**config.mk**
```make
export PLATFORM = sky130hd
export DESIGN_NAME = regfile_mp
export DESIGN_NICKNAME = d
export VERILOG_FILES = /design/src/rtl/regfile_mp.sv
export SDC_FILE = /design/constraint.sdc
export NUM_CORES = 2
export LEC_CHECK = 0
export CORE_MARGIN = 5
export CORE_UTILIZATION = 35
export DETAILED_ROUTE_END_ITERATION = 12
export SLEW_MARGIN = 10
export SYNTH_ARGS = -nofsm -noshare
export SYNTH_HDL_FRONTEND = slang
export SYNTH_SLANG_ARGS = --single-unit
```
**constraint.sdc**
```tcl
create_clock -name clk -period 6.6 [get_ports clk]
set_input_delay 0.66 -clock clk [delete_from_list [all_inputs] [get_ports clk]]
set_output_delay 0.66 -clock clk [all_outputs]
set_load 0.03 [all_outputs]
```
**src/rtl/regfile_mp.sv**
```systemverilog
// Multi-port register file: two write ports, NRD combinational read ports
// with write-first bypass, a hardwired-zero register, and a post-reset sweep
// that fills every register with its index (or zero) before writes are accepted.
module regfile_mp #(
  parameter int DW       = 64,
  parameter int NREG     = 32,
  parameter int NRD      = 2,
  parameter int ZREG     = 31,
  parameter int INIT_IDX = 1,
  localparam int AW      = $clog2(NREG)
) (
  input  logic              clk,
  input  logic              reset_n,
  input  logic              we_a,
  input  logic [AW-1:0]     wa_a,
  input  logic [DW-1:0]     wd_a,
  input  logic              we_b,
  input  logic [AW-1:0]     wa_b,
  input  logic [DW-1:0]     wd_b,
  input  logic [NRD*AW-1:0] ra,
  output logic [NRD*DW-1:0] rd,
  output logic              ready
);

  typedef enum logic [0:0] {
    ST_INIT = 1'b0,
    ST_RUN  = 1'b1
  } state_t;

  localparam logic [AW:0]   NREG_W   = (AW+1)'(NREG);
  localparam logic [AW-1:0] ZREG_A   = AW'(ZREG);
  localparam logic [AW-1:0] LAST_IDX = AW'(NREG - 1);

  state_t          state_r, state_n;
  logic [AW-1:0]   idx_r, idx_n;
  logic            ready_r, ready_n;
  logic [DW-1:0]   mem_r [NREG];
  logic [DW-1:0]   init_val_s;
  logic            wen_a_s, wen_b_s;

  // An address is usable only if it names a real register other than the zero register.
  function automatic logic addr_ok(input logic [AW-1:0] addr);
    return ({1'b0, addr} < NREG_W) && (addr != ZREG_A);
  endfunction

  assign init_val_s = (INIT_IDX != 0) ? DW'(idx_r) : '0;
  assign wen_a_s    = (state_r == ST_RUN) && we_a && addr_ok(wa_a);
  assign wen_b_s    = (state_r == ST_RUN) && we_b && addr_ok(wa_b);
  assign ready      = ready_r;

  // Control state: asynchronous reset restarts the sweep from index 0.
  always_ff @(posedge clk or negedge reset_n) begin
    if (!reset_n) begin
      state_r <= ST_INIT;
      idx_r   <= '0;
      ready_r <= 1'b0;
    end else begin
      state_r <= state_n;
      idx_r   <= idx_n;
      ready_r <= ready_n;
    end
  end

  // Next-state: step the sweep counter and enter RUN on the edge that writes the last register.
  always_comb begin
    state_n = state_r;
    idx_n   = idx_r;
    ready_n = ready_r;
    case (state_r)
      ST_INIT: begin
        ready_n = 1'b0;
        if (idx_r == LAST_IDX) begin
          state_n = ST_RUN;
          idx_n   = '0;
          ready_n = 1'b1;
        end else begin
          idx_n = idx_r + AW'(1);
        end
      end
      ST_RUN: begin
        ready_n = 1'b1;
      end
      default: begin
        state_n = ST_INIT;
        idx_n   = '0;
        ready_n = 1'b0;
      end
    endcase
  end

  // Storage: sweep write during INIT; in RUN port B is applied last so it wins on a collision.
  always_ff @(posedge clk) begin
    if (state_r == ST_INIT) begin
      mem_r[idx_r] <= init_val_s;
    end else begin
      if (wen_a_s) begin
        mem_r[wa_a] <= wd_a;
      end
      if (wen_b_s) begin
        mem_r[wa_b] <= wd_b;
      end
    end
  end

  // Read ports: zero outside RUN or for unusable addresses, otherwise write-first bypass (B over A).
  always_comb begin
    rd = '0;
    for (int k = 0; k < NRD; k++) begin
      logic [AW-1:0] ra_k;
      ra_k = ra[k*AW +: AW];
      if ((state_r == ST_RUN) && addr_ok(ra_k)) begin
        if (wen_b_s && (wa_b == ra_k)) begin
          rd[k*DW +: DW] = wd_b;
        end else if (wen_a_s && (wa_a == ra_k)) begin
          rd[k*DW +: DW] = wd_a;
        end else begin
          rd[k*DW +: DW] = mem_r[ra_k];
        end
      end else begin
        rd[k*DW +: DW] = '0;
      end
    end
  end

endmodule

```
Word level (Yosys, flattened, before mapping)
Memory sizes are Yosys's and may differ from the RTL's.
Cells that the tools add are included.
{ "classes": {"n_mux": 20, "add_sub_neg": 1, "eq_ne": 9, "n_reduce_logical": 11, "bitwise_logic": 1} }
{ "ops": {"columns": ["op", "n"], "rows": [
  ["$mux W64", 7],
  ["$reduce_or A64 Y1", 1],
  ["$eq A5 B5 Y1", 4],
  ["$ne A5 B5 Y1 const B", 4],
  ["$logic_and A1 B1 Y1", 10],
  ["$mux W1", 10],
  ["$mux W5", 2],
  ["$add A5 B1 Y5 const B", 1],
  ["$eq A5 B5 Y1 const B", 1],
  ["$pmux W1 S2", 1],
  ["$not A1 Y1", 1]
]} }
{ "word_totals": {"reg_bits": 7, "ramBits": 2048, "output_inout_bits": 129, "in_bits": 152, "word_cells": 46, "mem_count": 1} }
{ "memory_table": {"columns": ["name", "depth", "width", "rd", "rd_ports_with_merged_regs", "wr", "line_no", "text"], "rows": [
  ["mem_r", 32, 64, 2, 0, 2, "37", "logic [DW-1:0] mem_r [NREG];"]
]} }

Logic depth before layout (Yosys ltp)
{ "depth": {"ltp_word": 7, "depth_mapped": 10} }

Worst setup path after synthesis
OpenSTA, ideal clock, no wires.
{ "synth_timing": {"kind": "input to register", "start": "input wa_a[3]", "end": "memory mem_r[1][0] (enable)", "setup_ns": 0.575, "required_ns": 6.025, "slack_ns": -0.658, "stages": 8, "arrival_ns": 6.683, "n_path_buf": 3, "path_cell_list": "buf_2 -> and3_4 -> a31oi_4 -> buf_2 -> buf_2 -> mux2i_1 -> nand2_1 -> o21ai_0"} }
{ "synth_rtl": {"columns": ["element", "line_no", "text"], "rows": [
  ["start, declared", "15", "input logic [AW-1:0] wa_a,"],
  ["end, declared", "37", null]
]} }

Worst setup path after layout
{ "layout_timing": {"start": "input ra[8]", "end": "output rd[64]"} }
{ "layout_between": {"elab_chain_cells": 5} }
{ "layout_rtl": {"columns": ["element", "line_no", "text"], "rows": [
  ["start, declared", "20", "input logic [NRD*AW-1:0] ra,"],
  ["branches (longest 4 deep; another with $mem_v2 Z32 W64)", null, null],
  ["$mux W64 *", "111", "if ((state_r == ST_RUN) && addr_ok(ra_k)) begin"],
  ["end, declared", "21", "output logic [NRD*DW-1:0] rd,"]
]} }
Every way passes the cells marked *.

==> flow_summary.ini <==
[min_path]
hold_path_class = in2reg
whs_path_depth = 3

[power_and_ir_drop]
pwr_density_cell_mw_per_mm2 = 233
total_power_uw = 30700
p_leak_uw = 0.0447
vdd_ir_drop_max_uv = 197

[timing]
final-setup-viol-count = 0
setup_repair_after_global_routing_missed_its_margin = no
timing.fmax_ghz = 0.166
final_min_period_over_clock_period_pct = 91.3
worst_clock_skew_ns = 0.0529
fin_crit_ns = 6.02
report.final.slew_viol_count = 0
timing.setup.tns_ns = 0
tightestPinTransition_ns = 1.35
max-slew-margin-rel_pct = 9.76
finalHoldViolCount = 0

[worst_setup_path]
cp_data_required_time_ns = 5.94
worstSetupEndpointType = primary output
critPathArrivalTime_ns = 5.36
crit_path_frequent_cell = sky130_fd_sc_hd__clkdlybuf4s50_1
crit_path_start_kind = primary input
path_depth = 7
slowest_delay_ns = 1.35
timing.critical_path.slowest_stage_cell = sky130_fd_sc_hd__clkdlybuf4s50_1
worst_path_cell_trace = clkdlybuf4s50_1 > xor2_1 > nor3_1 > and4_1 > o2111ai_4 > o221ai_1 > clkdlybuf4s50_1
kind_of_critical_path = in2out
crit_fanout = 12
reg2reg_depth = 6
largest_delay_share_family_worst_path = buffers and inverters
critPathBufInv = 2

[synthesis]
netlist_top_cells_area = sky130_fd_sc_hd__edfxtp_1, sky130_fd_sc_hd__mux4_2, sky130_fd_sc_hd__o21ai_0
yosysUniqueCellTypes = 59
syn_nets = 10400
synthArstFlopShare_pct = 0.292
synth.cells.most_frequent = sky130_fd_sc_hd__nand2_1, sky130_fd_sc_hd__edfxtp_1, sky130_fd_sc_hd__o21ai_0
synth.yosys.warnings = 0
synth_enable_flop_cells = 2048
synth.most_common_cell = sky130_fd_sc_hd__nand2_1
syn_std_cell_area_mm2 = 0.118
synth_largest_area_cell = sky130_fd_sc_hd__edfxtp_1
yosys_register_bits = 2054
synthesized_instance_count = 10200
synth-seq-area-share_pct = 52.3
synthesis.area_per_instance_um2 = 11.5
yosys.area.top_type_share_pct = 52.2
dominantRegCellSynth = sky130_fd_sc_hd__edfxtp_1

[detailed_routing]
vias = 91800
first_iter_violations = 15200
ant_nets = 0
detail_route.wl_per_cell_um = 32.7
remaining_drc_errors = 0
vias_per_cell = 6.36
drt-pass1-iter-count = 9
wl_um = 472000

[global_route]
gr-usage-all-layers_pct = 26.1
grt_max_degree = 105
grt_pass1_wl_um = 655000
globalRoute.totalOverflow = 0
number_of_global_route_vias_before_repair = 88200
antenna_found_initial = 19

[clocking]
root_buffer = sky130_fd_sc_hd__clkbuf_16
postCtsSetupRepairBufs = 0
clk_transition_reported_paths_ns = 0.06
htree_num_levels = 4
cts_num_sinks = 2054
tritoncts.num_buffers = 223
clockBufferDepth = 4
skew_pair_late_insertion_delay_ns = 0.95
tritoncts = built

[final_layout]
post_layout_nonfiller_instances = 14400
area_growth_syn_to_layout_pct = 12.2
layout.cell_area.non_filler_mm2 = 0.132
post_route_cells_drive_above_1_share_pct = 15.7
fill_cells = 31400
final_net_count = 9883

[floorplanning]
boundaryPins = 281
dieWidth_um = 590
die-area_mm2 = 0.348
die_h_um = 590
core_region_area_mm2 = 0.336
std_cell_rows = 213
floorplan.initialDensity_pct = 35.1

[placement]
numPlacedInstances = 14000
place_hpwl_um = 269000
post_dp_cell_area_mm2 = 0.125
finalWeightedCongestion = 0.901
count_of_buffers_inserted_at_the_top_level_ports = 280

[outcome]
outcome = completed

[job]
max_cap_viol_count = 0
## layout by cell type (no fill, tap or decap), types with 10 or more instances in the layout
cell type                            n
sky130_fd_sc_hd__o22ai_1           128
sky130_fd_sc_hd__nor2_1            166
sky130_fd_sc_hd__nand2_1          2069
sky130_fd_sc_hd__xor2_1             10
sky130_fd_sc_hd__a21oi_1           155
sky130_fd_sc_hd__nor2_4             14
sky130_fd_sc_hd__mux2i_1           517
sky130_fd_sc_hd__clkdlybuf4s50_1   219
sky130_fd_sc_hd__inv_1             131
sky130_fd_sc_hd__xnor2_1            10
sky130_fd_sc_hd__mux4_2            765
sky130_fd_sc_hd__clkbuf_1           49
sky130_fd_sc_hd__a21o_1            128
sky130_fd_sc_hd__buf_4             268
sky130_fd_sc_hd__clkinv_1           59
sky130_fd_sc_hd__a211oi_1          255
sky130_fd_sc_hd__clkinv_2           38
sky130_fd_sc_hd__edfxtp_1         2048
sky130_fd_sc_hd__bufinv_16          20
sky130_fd_sc_hd__a22o_1            128
sky130_fd_sc_hd__nor3_4             13
sky130_fd_sc_hd__a22oi_1           128
sky130_fd_sc_hd__clkbuf_16         224
sky130_fd_sc_hd__o21ai_4            31
sky130_fd_sc_hd__o21ai_0          1831
sky130_fd_sc_hd__buf_12            115
sky130_fd_sc_hd__diode_2            10
sky130_fd_sc_hd__o221ai_1          255
## final timing paths
| kind | slack [ns] | endpoint | startpoint |
|---|---|---|---|
| worst max-delay path | 0.58 | rd[64] | ra[8] |
| max in group asynchronous | 5.78 | idx_r[1]$_DFFE_PN0N_ | reset_n |
| worst min register to register | 0.74 | idx_r[2]$_DFFE_PN0N_ | idx_r[2]$_DFFE_PN0N_ |
| worst max register to register | 2.47 | mem_r[4][17]$_DFFE_PP_ | ready$_DFF_PN0_ |
| worst min-delay path | 0.41 | mem_r[10][20]$_DFFE_PP_ | wd_b[20] |
| min in group asynchronous | 0.60 | idx_r[4]$_DFFE_PN0N_ | reset_n |
## power by group
part,internal (uW),total (uW),switching (uW)
logic,1310,3810,2500
clock network,6980,12500,5480
registers,14500,14500,15.5
total,22800,30700,7990
## flip-flops by register name, indices dropped and copies added (netlist names)
name	count
ready	1
mem_r	2048
idx_r	5
## kinds of logic (layout without fill, tap and decap cells)
kind of cell               after synthesis  in the layout  share of synthesized area (%)
xor gates and xnor gates                20             20                          0.149
adders and majority gates                2              2                         0.0212
DFF                                   2054           2054                           52.3
and+or+nand+nor                       2324           2324                           7.69
AOI/OAI and AO/OA                     3059           3059                           15.5
muxes                                 1294           1294                           19.1
buffers and inverters                 1458           1153                           5.19
other                                    0             10                              0
## worst reg2reg max path: stages (launching register included)
cell	delay (ns)
sky130_fd_sc_hd__dfrtp_1	0.33
sky130_fd_sc_hd__buf_4	0.33
sky130_fd_sc_hd__nand3_1	0.35
sky130_fd_sc_hd__nor3_1	0.99
sky130_fd_sc_hd__nand2_1	0.63
sky130_fd_sc_hd__o21ai_4	0.20
sky130_fd_sc_hd__buf_4	0.79
## through the flow
step                utilization [%]  hold WS, ns  worst slack, ns
floorplan                         -        0.364           -0.658
global placement               37.3        0.688            0.762
CTS                            39.3        0.470            0.761
detailed placement             37.3        0.707            0.777
finish                         39.3        0.408            0.576
global route                   39.3        0.423            0.479
## timing repair
action | in CTS | in global routing
endpoints found under the hold margin | 6 | 0
hold buffers | 1 | 0
resized for setup | 0 | 0
## routing by layer
metal | GRT usage, % | up-vias | wire (um)
li1 | - | 37800 | -
met1 | 33.6 | 45300 | 165000
met2 | 40.1 | 7251 | 209000
met3 | 7.29 | 1497 | 66800
met4 | 13.9 | 4 | 30700
met5 | 0 | - | 27
## final cells by class
cell class                 count  area, um^2  area share, %
timing repair buffer         620        6690           5.06
tap                         4515        5650           4.27
antenna                       10        25.0         0.0189
clock buffer                 273        5790           4.38
sequential                  2054       61600           46.6
inverter                     131         492          0.372
multi-input combinational   6699       50700           38.4
clock inverter               129        1160          0.878
Note: power is estimated with default switching activity, not from simulation.
